## src/rtl/tamagotchi_btn_cond_if.sv

```systemverilog
// Button bundle between the raw push-button pins and the conditioned outputs
// that feed tamagotchi_fsm. The master side drives the raw pins; the slave side is the conditioner.
interface tamagotchi_btn_cond_if;
    logic       btn_salud_in;
    logic       btn_energia_in;
    logic       btn_hambre_in;
    logic       btn_diversion_in;
    logic       btn_reset_in;
    logic       btn_test_in;
    logic       btn_salud;
    logic       btn_energia;
    logic       btn_hambre;
    logic       btn_diversion;
    logic       btn_reset;
    logic       btn_test;
    logic [2:0] count_reset;
    logic [2:0] count_test;

    modport master (
        output btn_salud_in, btn_energia_in, btn_hambre_in, btn_diversion_in,
        output btn_reset_in, btn_test_in,
        input  btn_salud, btn_energia, btn_hambre, btn_diversion,
        input  btn_reset, btn_test, count_reset, count_test
    );

    modport slave (
        input  btn_salud_in, btn_energia_in, btn_hambre_in, btn_diversion_in,
        input  btn_reset_in, btn_test_in,
        output btn_salud, btn_energia, btn_hambre, btn_diversion,
        output btn_reset, btn_test, count_reset, count_test
    );
endinterface

```

## src/rtl/tamagotchi_btn_cond.sv

```systemverilog
// Synchronises and debounces six raw buttons: press pulses for the four action
// buttons, debounced levels plus saturating held-seconds counts for reset/test.
module tamagotchi_btn_cond #(
    parameter int DB_CYCLES  = 1_000_000,
    parameter int SEC_CYCLES = 50_000_000
) (
    input  logic                  clk,
    input  logic                  rst_n,
    tamagotchi_btn_cond_if.slave  bus
);
    localparam int DCW = (DB_CYCLES > 1) ? $clog2(DB_CYCLES) : 1;
    localparam int PW  = $clog2(SEC_CYCLES);
    localparam logic [DCW-1:0] DB_LAST  = DCW'(DB_CYCLES - 1);
    localparam logic [PW-1:0]  SEC_LAST = PW'(SEC_CYCLES - 1);

    // Channel order: 0 salud, 1 energia, 2 hambre, 3 diversion, 4 reset, 5 test
    logic [5:0]     raw;
    logic [5:0]     sync1_q, sync1_d;
    logic [5:0]     sync2_q, sync2_d;
    logic [5:0]     stable_q, stable_d;
    logic [DCW-1:0] dcnt_q [6];
    logic [DCW-1:0] dcnt_d [6];
    logic [3:0]     pulse_q, pulse_d;
    logic [PW-1:0]  pcnt_q [2];
    logic [PW-1:0]  pcnt_d [2];
    logic [2:0]     cnt_q  [2];
    logic [2:0]     cnt_d  [2];

    assign raw = {bus.btn_test_in, bus.btn_reset_in, bus.btn_diversion_in,
                  bus.btn_hambre_in, bus.btn_energia_in, bus.btn_salud_in};

    always_comb begin
        sync1_d  = raw;
        sync2_d  = sync1_q;
        stable_d = stable_q;
        for (int i = 0; i < 6; i++) begin
            dcnt_d[i] = '0;
            // The DB_CYCLES-th consecutive mismatch flips the level; any match restarts.
            if (sync2_q[i] != stable_q[i]) begin
                if (dcnt_q[i] == DB_LAST) stable_d[i] = ~stable_q[i];
                else                      dcnt_d[i]   = dcnt_q[i] + DCW'(1);
            end
        end

        pulse_d = stable_d[3:0] & ~stable_q[3:0];

        for (int h = 0; h < 2; h++) begin
            pcnt_d[h] = '0;
            cnt_d[h]  = '0;
            // Clearing on stable_d lets the count drop on the same edge the level falls.
            if (stable_d[4+h]) begin
                pcnt_d[h] = pcnt_q[h];
                cnt_d[h]  = cnt_q[h];
                if (stable_q[4+h]) begin
                    if (pcnt_q[h] == SEC_LAST) begin
                        pcnt_d[h] = '0;
                        if (cnt_q[h] != 3'd7) cnt_d[h] = cnt_q[h] + 3'd1;
                    end else begin
                        pcnt_d[h] = pcnt_q[h] + PW'(1);
                    end
                end
            end
        end
    end

    always_ff @(posedge clk) begin
        if (!rst_n) begin
            sync1_q  <= '0;
            sync2_q  <= '0;
            stable_q <= '0;
            dcnt_q   <= '{default: '0};
            pulse_q  <= '0;
            pcnt_q   <= '{default: '0};
            cnt_q    <= '{default: '0};
        end else begin
            sync1_q  <= sync1_d;
            sync2_q  <= sync2_d;
            stable_q <= stable_d;
            dcnt_q   <= dcnt_d;
            pulse_q  <= pulse_d;
            pcnt_q   <= pcnt_d;
            cnt_q    <= cnt_d;
        end
    end

    assign bus.btn_salud     = pulse_q[0];
    assign bus.btn_energia   = pulse_q[1];
    assign bus.btn_hambre    = pulse_q[2];
    assign bus.btn_diversion = pulse_q[3];
    assign bus.btn_reset     = stable_q[4];
    assign bus.btn_test      = stable_q[5];
    assign bus.count_reset   = cnt_q[0];
    assign bus.count_test    = cnt_q[1];
endmodule

```

## src/flat_wrapper.sv

```systemverilog
// flat-port wrapper written by rule: the top's interface ports become plain ports
module tamagotchi_btn_cond_flat 
#(
    parameter int DB_CYCLES  = 1_000_000,
    parameter int SEC_CYCLES = 50_000_000
)
  (clk, rst_n, bus_btn_salud_in, bus_btn_energia_in, bus_btn_hambre_in, bus_btn_diversion_in, bus_btn_reset_in, bus_btn_test_in, bus_btn_salud, bus_btn_energia, bus_btn_hambre, bus_btn_diversion, bus_btn_reset, bus_btn_test, bus_count_reset, bus_count_test);
  tamagotchi_btn_cond_if bus_i ();
  input  logic clk;
  input  logic rst_n;
  input wire logic [$bits(bus_i.btn_salud_in)-1:0] bus_btn_salud_in;
  input wire logic [$bits(bus_i.btn_energia_in)-1:0] bus_btn_energia_in;
  input wire logic [$bits(bus_i.btn_hambre_in)-1:0] bus_btn_hambre_in;
  input wire logic [$bits(bus_i.btn_diversion_in)-1:0] bus_btn_diversion_in;
  input wire logic [$bits(bus_i.btn_reset_in)-1:0] bus_btn_reset_in;
  input wire logic [$bits(bus_i.btn_test_in)-1:0] bus_btn_test_in;
  output wire logic [$bits(bus_i.btn_salud)-1:0] bus_btn_salud;
  output wire logic [$bits(bus_i.btn_energia)-1:0] bus_btn_energia;
  output wire logic [$bits(bus_i.btn_hambre)-1:0] bus_btn_hambre;
  output wire logic [$bits(bus_i.btn_diversion)-1:0] bus_btn_diversion;
  output wire logic [$bits(bus_i.btn_reset)-1:0] bus_btn_reset;
  output wire logic [$bits(bus_i.btn_test)-1:0] bus_btn_test;
  output wire logic [$bits(bus_i.count_reset)-1:0] bus_count_reset;
  output wire logic [$bits(bus_i.count_test)-1:0] bus_count_test;
  assign bus_i.btn_salud_in = bus_btn_salud_in;
  assign bus_i.btn_energia_in = bus_btn_energia_in;
  assign bus_i.btn_hambre_in = bus_btn_hambre_in;
  assign bus_i.btn_diversion_in = bus_btn_diversion_in;
  assign bus_i.btn_reset_in = bus_btn_reset_in;
  assign bus_i.btn_test_in = bus_btn_test_in;
  assign bus_btn_salud = bus_i.btn_salud;
  assign bus_btn_energia = bus_i.btn_energia;
  assign bus_btn_hambre = bus_i.btn_hambre;
  assign bus_btn_diversion = bus_i.btn_diversion;
  assign bus_btn_reset = bus_i.btn_reset;
  assign bus_btn_test = bus_i.btn_test;
  assign bus_count_reset = bus_i.count_reset;
  assign bus_count_test = bus_i.count_test;
  tamagotchi_btn_cond #(.DB_CYCLES(DB_CYCLES), .SEC_CYCLES(SEC_CYCLES)) u_core (.clk(clk), .rst_n(rst_n), .bus(bus_i));
endmodule
```

## config.mk

```make
export PLATFORM = sky130hd
export DESIGN_NAME = tamagotchi_btn_cond_flat
export DESIGN_NICKNAME = d
export VERILOG_FILES = /design/src/rtl/tamagotchi_btn_cond_if.sv /design/src/rtl/tamagotchi_btn_cond.sv /design/src/flat_wrapper.sv
export SDC_FILE = /design/constraint.sdc
export NUM_CORES = 1
export LEC_CHECK = 0
export CAP_MARGIN = 10
export CELL_PAD_IN_SITES_DETAIL_PLACEMENT = 1
export CELL_PAD_IN_SITES_GLOBAL_PLACEMENT = 1
export CORE_MARGIN = 2
export CORE_UTILIZATION = 40
export CTS_BUF_LIST = sky130_fd_sc_hd__clkbuf_4
export DETAILED_ROUTE_END_ITERATION = 7
export HOLD_SLACK_MARGIN = 0.1
export PLACE_DENSITY_LB_ADDON = 0.1
export REMOVE_ABC_BUFFERS = 1
export SLEW_MARGIN = 30
export SYNTH_ARGS = -nofsm -noshare
export SYNTH_HDL_FRONTEND = slang
export SYNTH_SLANG_ARGS = --single-unit
```

## constraint.sdc

```tcl
create_clock -name clk -period 2.3 [get_ports clk]
set_input_delay 0.23 -clock clk [delete_from_list [all_inputs] [get_ports clk]]
set_output_delay 0.23 -clock clk [all_outputs]
set_load 0.02 [all_outputs]
```

==> results.py, run 1 <==
metrics = {
    "worst_setup_path": {
        "cp_cell_sequence": "ha_1 -> or4bb_1 -> nor4_4 -> nand2_1 -> o221ai_4 -> buf_12 -> nor2_1",
        "critPathRequiredTime_ns": 2.76,
        "cp_max_fo": 23,
        "critPathBufInv": 1,
        "cpPeakStageDelay_ns": 0.53,
        "crit_arrival_ns": 2.60,
        "cpLargestDelayFamily": "simple AND/OR/NAND/NOR gates",
        "criticalPathCategory": "flop to flop",
        "start_kind": "flop",
        "crit_path_end_kind": "flop",
        "slowest_stage": "or4bb_1",
    },
    "sta": {
        "hold_violations": 0,
        "maxSlewHeadroom": 0.565,
        "setup_viol": 0,
        "slew_violations": 0,
        "rsz0062_at_grt": "no",
        "clock.fmax_mhz": 467,
        "layout_min_cycle_time_ns": 2.14,
        "worst_pin_slew_ns": 0.647,
        "skew_ns": 0.0264,
        "tns_ns": 0,
        "fin_ws_ns": 0.160,
        "timing.final.crit_share": 0.930,
    },
    "cells_and_area": {
        "layout-drive-gt1-share": 0.103,
        "postLayoutCellArea_mm2": 0.00986,
        "multi_input_area_mm2": 0.00454,
        "final_cell_mix": "dfxtp_1 (200), nor2_1 (183), xor2_1 (101), nand3_1 (67), nand2_1 (63)",
        "instances_no_fill": 1321,
        "nets": 1049,
        "fillers": 2559,
        "syn2layout_area_growth_pct": 12.8,
        "final_common_cell": "dfxtp_1",
        "ff_latch_area_mm2": 0.00400,
    },
    "pwr": {
        "p_per_area_mw_per_mm2": 574,
        "vdd.ir_drop.worst_uv": 340,
        "leakage_nw": 3.18,
    },
    "grt": {
        "grt_pass1_vias": 6616,
        "grt_max_degree": 24,
        "grt.overflow.total": 0,
        "grt_antenna_before_repair": 1,
        "grt_pass1_wl_um": 31300,
        "track_usage": 0.159,
    },
    "placed_design": {
        "place.gp.congestion": 0.773,
        "post-place-ws_ns": 0.0929,
        "placed_cell_area_mm2": 0.00950,
        "dpl.cell_count": 1288,
        "io_buffers": 19,
        "dp_hpwl_um": 12500,
    },
    "synth": {
        "yosysWarnings": 0,
        "synth.avg_cell_area_um2": 8.96,
        "synth_fa_ha_area_frac": 0.0200,
        "synth_compound_area_frac": 0.0119,
        "synth_seq_cells": 200,
        "synth_edf_count": 0,
        "synth_area_mm2": 0.00874,
        "synth_cell_type_count": 48,
        "synth_ff_type": "dfxtp_1",
        "async_flop_share": 0,
        "ys_seq_area_frac": 0.458,
        "synthMuxAreaShare": 0.0103,
        "syn_inst": 975,
        "synth_top_family_by_area": "simple AND/OR/NAND/NOR gates",
        "yosys.area_share.simple": 0.312,
        "synthXorXnorAreaFrac": 0.162,
    },
    "drt": {
        "drt-met1-wl_um": 8900,
        "wl_met3_um": 360,
        "drt-initial-drc-count": 208,
        "ant_nets": 0,
        "first_pass_iters": 4,
        "wl_per_cell_um": 13.4,
        "vias": 6568,
        "top_layer_used": "met4",
        "drc": 0,
        "vias_per_cell": 4.97,
        "dr_wl_met2_um": 8300,
        "drt-total-wl_um": 17700,
    },
    "clock_network": {
        "cts.sinks": 200,
        "clockBufferDepth": 2,
        "clk-insertion-delay-late_ns": 0.56,
        "cts_hold_buf": 0,
        "clk_transition_reported_paths_ns": 0.16,
        "cts.htree.levels": 4,
        "cts_buffers": 17,
        "cts_tree": "built",
        "cts_root_buffer": "clkbuf_4",
    },
    "floorplanning": {
        "ios": 20,
        "start_util": 0.404,
        "dieArea_mm2": 0.0230,
        "die_w_um": 152,
        "die_h_um": 152,
        "coreArea_mm2": 0.0216,
        "row_count": 54,
    },
    "worst_hold_path": {
        "worst_hold_path_type": "input port to flop",
    },
    "job": {
        "max_cap_violations": 0,
    },
    "outcome": {
        "outcome": "complete, no violations",
    },
}
[state kept, by name, summed over array words and instances, names as in the netlist]
name / flops
u_core.pcnt_q: 52
u_core.sync1_q: 6
u_core.dcnt_q: 120
u_core.bus.count_reset: 3
u_core.stable_q: 6
u_core.sync2_q: 6
u_core.bus.count_test: 3
u_core.pulse_q: 4
[cell usage after synthesis, types with 2 or more instances]
library cell	n	area [um2]
xor2_1	101	885
or4_1	3	22.5
nor4_1	26	163
nand2_1	63	236
and4_1	13	114
nor2b_1	7	43.8
or3_1	2	12.5
a21oi_1	7	35.0
nand4b_1	2	17.5
buf_2	4	20.0
o21ai_0	2	10.0
inv_1	21	78.8
nor3b_1	6	45.0
or4bb_1	2	22.5
nor3_1	18	90.1
and3_1	21	131
dfxtp_1	200	4000
nor2_1	183	687
nor2_2	22	138
or4b_1	4	40.0
ha_1	14	175
nand3b_1	6	45.0
mux2i_1	9	90.1
nand3_1	67	335
or4b_2	3	30.0
buf_6	3	33.8
xnor2_1	61	534
and2_1	20	125
nand4_1	44	275
nor4b_1	4	35.0
or2_2	2	12.5
clkbuf_1	19	71.3
[metal layers]
metal / GRT usage / up-vias
li1: - / 3396
met1: 0.210 / 3130
met2: 0.266 / 32
met3: 0.0345 / 10
met4: 0.0365 / 0
met5: 0 / -
[report_power, final]
part	leakage (nW)	internal [W]	total [W]	switching, W
registers	1.61	0.00348	0.00349	0.00000685
logic	1.40	0.0000331	0.0000678	0.0000347
clock network	0.170	0.000904	0.00211	0.00121
total	3.18	0.00442	0.00566	0.00125
[per-stage QoR]
stage	hold slack (ns)	total power, W	utilization
after detailed placement	0.422	0.00363	0.439
after global placement	0.414	0.00363	0.439
after CTS	0.172	0.00578	0.455
after global routing	0.172	0.00592	0.456
final	0.234	0.00566	0.456
after floorplan	0.352	0.00359	-
[repair_timing]
action | CTS | global route
buffers inserted | 0 | 0
endpoints found under the setup margin | 0 | 27
gates resized for setup | 0 | 4
[final cells by class]
class                      count  area share
antenna                        1    0.000254
clock buffer                  19      0.0145
clock inverter                13      0.0195
inverter                      21     0.00799
multi-input combinational    727       0.461
sequential                   200       0.406
tap                          280      0.0355
timing repair buffer          60      0.0556
[worst paths after layout]
path,cells after the start,from,endpoint,slack [ns]
hold / removal,2,bus_btn_test_in,u_core.sync1_q[5]$_SDFF_PN0_,0.23
setup / recovery,7,u_core.pcnt_q[26]$_SDFFE_PN0P_,u_core.pcnt_q[29]$_SDFFE_PN0P_,0.16
setup reg to reg,7,u_core.pcnt_q[26]$_SDFFE_PN0P_,u_core.pcnt_q[29]$_SDFFE_PN0P_,0.16
hold reg to reg,1,u_core.dcnt_q[20]$_SDFF_PP0_,u_core.dcnt_q[20]$_SDFF_PP0_,0.45
[cells by family after synthesis]
| group | count (synthesis) |
|---|---|
| and+or+nand+nor | 528 |
| buffers and inverters | 48 |
| DFF | 200 |
| adders and majority gates | 14 |
| xor gates and xnor gates | 162 |
| AOI/OAI and AO/OA | 14 |
| muxes | 9 |
[worst register-to-register path, cell delays in order, from the launching register on]
cell and delay, ns:
dfxtp_1 0.37, ha_1 0.17, or4bb_1 0.53, nor4_4 0.30, nand2_1 0.16, o221ai_4 0.21
buf_12 0.22, nor2_1 0.08
No activity file was read; power rests on OpenSTA's default activity.
==> inputs of run 2 (changes only) <==
--- a/config.mk
+++ b/config.mk
@@ -14,8 +14,9 @@
 export DETAILED_ROUTE_END_ITERATION = 7
 export HOLD_SLACK_MARGIN = 0.1
 export PLACE_DENSITY_LB_ADDON = 0.1
+export RECOVER_POWER = 50
 export REMOVE_ABC_BUFFERS = 1
-export SLEW_MARGIN = 30
+export SLEW_MARGIN = 10
 export SYNTH_ARGS = -nofsm -noshare
 export SYNTH_HDL_FRONTEND = slang
 export SYNTH_SLANG_ARGS = --single-unit
==> run 2 against run 1 <==
  * Via count barely moved
  * First-iteration DRC count fell by 16%
  * Die area did not move
  * Wire length barely moved
  * Clock skew barely moved
  * Largest power group unchanged
==> results.py, run 2 (synthesis gave the netlist of run 1 again) <==
metrics = {
    "pwr": {
        "p_per_area_mw_per_mm2": 576,
        "leakage_nw": 3.20,
        "vdd.ir_drop.worst_uv": 341,
    },
    "floorplanning": {
        "dieArea_mm2": 0.0230,
        "start_util": 0.404,
        "die_w_um": 152,
        "coreArea_mm2": 0.0216,
        "die_h_um": 152,
        "ios": 20,
        "row_count": 54,
    },
    "job": {
        "max_cap_violations": 0,
    },
    "cells_and_area": {
        "final_common_cell": "dfxtp_1",
        "top_register": "u_core.dcnt_q",
        "fillers": 2564,
        "multi_input_area_mm2": 0.00454,
        "largest_reg_flops": 120,
        "largestRegisters": "u_core.dcnt_q: 120 flops, u_core.pcnt_q: 52 flops",
        "syn2layout_area_growth_pct": 12.5,
        "nets": 1049,
        "final_cell_mix": "dfxtp_1 (200), nor2_1 (183), xor2_1 (101), nand3_1 (67), nand2_1 (63)",
        "ff_latch_area_mm2": 0.00400,
        "utilization": 0.455,
        "layout-drive-gt1-share": 0.0990,
    },
    "drt": {
        "first_pass_iters": 4,
        "drc": 0,
        "ant_nets": 0,
        "drt-total-wl_um": 17700,
        "wl_per_cell_um": 13.4,
        "vias_per_cell": 4.97,
        "vias": 6569,
        "drt-initial-drc-count": 174,
    },
    "clock_network": {
        "post_cts_buffers": 0,
        "cts_buffers": 17,
        "cts.sinks": 200,
        "cts_tree": "built",
        "clk_transition_reported_paths_ns": 0.16,
        "clockBufferDepth": 2,
        "cts_root_buffer": "clkbuf_4",
        "cts.htree.levels": 4,
        "clk-insertion-delay-late_ns": 0.56,
    },
    "worst_setup_path": {
        "slowest_stage": "or3_4",
        "crit_arrival_ns": 2.63,
        "start_kind": "flop",
        "cpPeakStageDelay_ns": 0.40,
        "cp_max_fo": 16,
        "crit_path_end_kind": "flop",
        "critPathRequiredTime_ns": 2.80,
        "criticalPathCategory": "flop to flop",
        "cp_cell_sequence": "ha_2 -> nand2_2 -> or3_4 -> o31a_1 -> or3b_1 -> buf_4 -> nor2_1",
    },
    "grt": {
        "grt_pass1_vias": 6616,
        "grt_max_degree": 24,
        "grt_antenna_before_repair": 1,
        "track_usage": 0.159,
        "grt_pass1_wl_um": 31300,
        "grt.overflow.total": 0,
    },
    "sta": {
        "timing.hold.ws_ns": 0.234,
        "hold_violations": 0,
        "layout_min_cycle_time_ns": 2.14,
        "clock.fmax_mhz": 468,
        "slew_violations": 0,
        "worst_pin_slew_ns": 1.06,
        "setup_viol": 0,
        "timing.final.crit_share": 0.929,
        "maxSlewHeadroom": 0.297,
        "skew_ns": 0.0263,
        "rsz0062_at_grt": "no",
    },
    "outcome": {
        "outcome": "complete, no violations",
    },
    "placed_design": {
        "place.gp.congestion": 0.773,
        "io_buffers": 19,
        "dp_hpwl_um": 12500,
    },
    "worst_hold_path": {
        "worst_hold_path_type": "input port to flop",
    },
}
-- run 2: cell types whose count changed in the layout (fill, tap and decap cells not counted), moves of 3 or more --
cell	before	now
clkdlybuf4s50_1	19	7
and2_0	0	6
clkbuf_2	0	3
dlygate4sd3_1	0	12
clkbuf_1	0	3
buf_4	37	32
and2_1	20	14
-- run 2: layout make-up --
cell class / count / area share
multi-input cells: 727 / 0.462
repair buffers: 60 / 0.0526
clock buffers: 19 / 0.0145
inverters: 21 / 0.00802
flip-flops and latches: 200 / 0.407
well taps: 280 / 0.0356
diodes: 1 / 0.000255
clock inverters: 13 / 0.0196
-- run 2: final timing paths --
path / from / end / slack (ns) / depth (start not counted)
min: bus_btn_test_in / u_core.sync1_q[5]$_SDFF_PN0_ / 0.23 / 2
min reg2reg: u_core.dcnt_q[20]$_SDFF_PP0_ / u_core.dcnt_q[20]$_SDFF_PP0_ / 0.45 / 1
max: u_core.dcnt_q[0]$_SDFF_PP0_ / u_core.pcnt_q[22]$_SDFFE_PN0P_ / 0.16 / 7
max reg2reg: u_core.dcnt_q[0]$_SDFF_PP0_ / u_core.pcnt_q[22]$_SDFFE_PN0P_ / 0.16 / 7
-- run 2: worst max-delay path, delay by kind of cell (launching register included) --
family / cells / cell delay (ns)
AND/OR/NAND/NOR: 4 / 0.96
flip-flops: 1 / 0.39
AO/OA/AOI/OAI: 1 / 0.31
adder cells (fa/ha/maj): 1 / 0.22
buffers and inverters: 1 / 0.20
-- run 2: where the power goes --
part | internal (W) | total (W) | switching [W]
Combinational | 0.0000272 | 0.0000613 | 0.0000340
Clock | 0.000904 | 0.00211 | 0.00121
Sequential | 0.00348 | 0.00349 | 0.00000685
-- run 2: what timing repair did --
item | CTS | global route
gates resized for setup | 0 | 4
hold buffers | 0 | 0
setup endpoints to repair | 0 | 27
-- run 2: metal layers --
layer	up-vias	share of wire	routed length, um	GRT usage
li1	3395	-	-	-
met1	3134	0.51	8980	0.210
met2	32	0.47	8250	0.266
met3	8	0.020	348	0.0345
met4	0	0.0062	110	0.0365
met5	-	0	0	0
-- run 2: per-stage QoR --
step                setup slack, ns  setup TNS, ns  cells  cell area [um2]  total power [W]
CTS                          0.0504              0   1320             9830          0.00578
finish                        0.164              0   1321             9830          0.00566
global placement              0.214              0   1288             9500          0.00363
detailed placement           0.0929              0   1288             9500          0.00363
global route                0.00899              0   1321             9830          0.00592
floorplan                    -0.136          -2.47    948             8600          0.00359
==> inputs of run 3 (changes only) <==
--- a/config.mk
+++ b/config.mk
@@ -12,7 +12,7 @@
 export CORE_UTILIZATION = 40
 export CTS_BUF_LIST = sky130_fd_sc_hd__clkbuf_4
 export DETAILED_ROUTE_END_ITERATION = 7
-export HOLD_SLACK_MARGIN = 0.1
+export HOLD_SLACK_MARGIN = 0.15
 export PLACE_DENSITY_LB_ADDON = 0.1
 export RECOVER_POWER = 50
 export REMOVE_ABC_BUFFERS = 1
==> constraint.sdc (replaced) <==
create_clock -name clk -period 2.2 [get_ports clk]
set_input_delay 0.22 -clock clk [delete_from_list [all_inputs] [get_ports clk]]
set_output_delay 0.22 -clock clk [all_outputs]
set_load 0.1 [all_outputs]
==> run 3 against run 2 <==
  * Core utilization up 0.19 points
  * Critical path depth fell by 1
  * Cell count increased by 1.7%
  * Combinational power increased by 6.2%
  * Sequential power increased by 4%
  * First-iteration DRC count increased by 17%
  * Highest routed layer unchanged
  * Fmax increased by 3.9%
==> results.py, run 3 (synthesis gave the netlist of run 1 again) <==
metrics = {
    "cells_and_area": {
        "final_cell_mix": "dfxtp_1 (197), nor2_1 (183), xor2_1 (101), nand3_1 (67), nand2_1 (63)",
        "syn2layout_area_growth_pct": 12.9,
        "ff_latch_area_mm2": 0.00401,
        "largest_reg_flops": 120,
        "fillers": 2616,
        "multi_input_area_mm2": 0.00455,
        "largestRegisters": "u_core.dcnt_q: 120 flops, u_core.pcnt_q: 52 flops",
        "postLayoutCellArea_mm2": 0.00987,
        "top_register": "u_core.dcnt_q",
        "instances_no_fill": 1344,
        "layout-drive-gt1-share": 0.132,
        "nets": 1071,
        "final_common_cell": "dfxtp_1",
    },
    "clock_network": {
        "cts.htree.levels": 4,
        "cts_tree": "built",
        "clockBufferDepth": 2,
        "post_cts_buffers": 0,
        "cts_buffers": 17,
        "cts_root_buffer": "clkbuf_4",
        "clk-insertion-delay-late_ns": 0.58,
        "clk_transition_reported_paths_ns": 0.16,
        "cts.sinks": 200,
    },
    "outcome": {
        "outcome": "complete, no violations",
    },
    "worst_setup_path": {
        "criticalPathCategory": "flop to flop",
        "slowest_stage": "or4b_1",
        "critPathRequiredTime_ns": 2.67,
        "cp_max_fo": 12,
        "crit_path_end_kind": "flop",
        "cp_cell_sequence": "or4b_1 -> nor4_4 -> nand2_2 -> o221ai_4 -> buf_12 -> nor2_1",
        "cpPeakStageDelay_ns": 0.59,
        "start_kind": "flop",
        "crit_arrival_ns": 2.52,
        "cpLargestDelayFamily": "simple AND/OR/NAND/NOR gates",
        "critPathBufInv": 1,
    },
    "pwr": {
        "power_frac_comb": 0.012,
        "pwr-share-clk": 0.331,
        "p_per_area_mw_per_mm2": 562,
        "switching_share": 0.236,
        "vdd.ir_drop.worst_uv": 232,
        "p_seq_frac": 0.657,
        "net-switching-power_w": 0.00131,
        "finalPower_w": 0.00555,
        "leakage_nw": 3.23,
        "internal-power_w": 0.00424,
    },
    "floorplanning": {
        "die_h_um": 152,
        "coreArea_mm2": 0.0216,
        "row_count": 54,
        "die_w_um": 152,
        "ios": 20,
        "start_util": 0.404,
        "dieArea_mm2": 0.0230,
    },
    "sta": {
        "setup_viol": 0,
        "skew_ns": 0.0241,
        "hold_violations": 0,
        "layout_min_cycle_time_ns": 2.06,
        "rsz0062_at_grt": "no",
        "slew_violations": 0,
        "timing.final.crit_share": 0.935,
        "clock.fmax_mhz": 486,
        "maxSlewHeadroom": 0.605,
        "worst_pin_slew_ns": 0.592,
    },
    "grt": {
        "grt_max_degree": 24,
        "grt.overflow.total": 0,
        "grt_pass1_vias": 6775,
        "track_usage": 0.159,
        "grt_pass1_wl_um": 31400,
        "grt_antenna_before_repair": 1,
    },
    "placed_design": {
        "placed_cell_area_mm2": 0.00958,
        "place.gp.congestion": 0.789,
        "dpl.cell_count": 1307,
        "dp_hpwl_um": 12600,
        "io_buffers": 19,
    },
    "job": {
        "max_cap_violations": 0,
    },
    "drt": {
        "vias_per_cell": 5.00,
        "drc": 0,
        "drt-total-wl_um": 17700,
        "drt-initial-drc-count": 203,
        "vias": 6716,
        "wl_per_cell_um": 13.2,
        "ant_nets": 0,
        "first_pass_iters": 4,
    },
    "worst_hold_path": {
        "worst_hold_path_type": "input port to flop",
    },
}
## run 3: power by group through the flow
stage                     logic (W)  clock network [W]  registers, W
after floorplan           0.0000284                  0       0.00372
after global placement    0.0000714                  0       0.00372
after detailed placement  0.0000718                  0       0.00372
after CTS                 0.0000736            0.00195       0.00365
after global routing      0.0000748            0.00209       0.00365
final                     0.0000651            0.00184       0.00364
## run 3: per-layer routing
metal	share of wire	track usage	up-vias	routed length, um
met5	0	0	-	0
met4	0.010	0.0414	0	179
met3	0.026	0.0339	15	463
met2	0.47	0.264	44	8300
met1	0.50	0.212	3205	8790
li1	-	-	3452	-
## run 3: worst paths after layout
| check | start | to | slack [ns] | cells after the start |
|---|---|---|---|---|
| worst max-delay path | u_core.pcnt_q[35]$_SDFFE_PN0P_ | u_core.pcnt_q[29]$_SDFFE_PN0P_ | 0.14 | 6 |
| worst min-delay path | bus_btn_diversion_in | u_core.sync1_q[3]$_SDFF_PN0_ | 0.21 | 2 |
| worst max register to register | u_core.pcnt_q[35]$_SDFFE_PN0P_ | u_core.pcnt_q[29]$_SDFFE_PN0P_ | 0.14 | 6 |
| worst min register to register | u_core.dcnt_q[0]$_SDFF_PP0_ | u_core.dcnt_q[0]$_SDFF_PP0_ | 0.43 | 1 |
## run 3: metrics by stage
stage / utilization / setup TNS, ns / worst slack (ns) / hold WS, ns
after detailed placement: 0.443 / 0 / 0.000754 / 0.423
after floorplan: - / -6.41 / -0.236 / 0.342
final: 0.456 / 0 / 0.144 / 0.207
after global routing: 0.456 / 0 / 0.0111 / 0.173
after global placement: 0.443 / 0 / 0.0984 / 0.413
after CTS: 0.456 / 0 / 0.0260 / 0.151
## run 3: timing repair
item / CTS / global route
pin swaps: 0 / 5
cloned: 0 / 2
endpoints found under the hold margin: 1 / 0
endpoints found under the setup margin: 23 / 64
resized for setup: 1 / 11
hold buffers: 1 / 0
## run 3: cell type report
| cell class | instances | area share |
|---|---|---|
| multi-input combinational | 727 | 0.461 |
| antenna | 2 | 0.000507 |
| sequential | 200 | 0.406 |
| timing repair buffer | 82 | 0.0625 |
| clock inverter | 14 | 0.0127 |
| tap | 280 | 0.0355 |
| clock buffer | 18 | 0.0137 |
| inverter | 21 | 0.00799 |
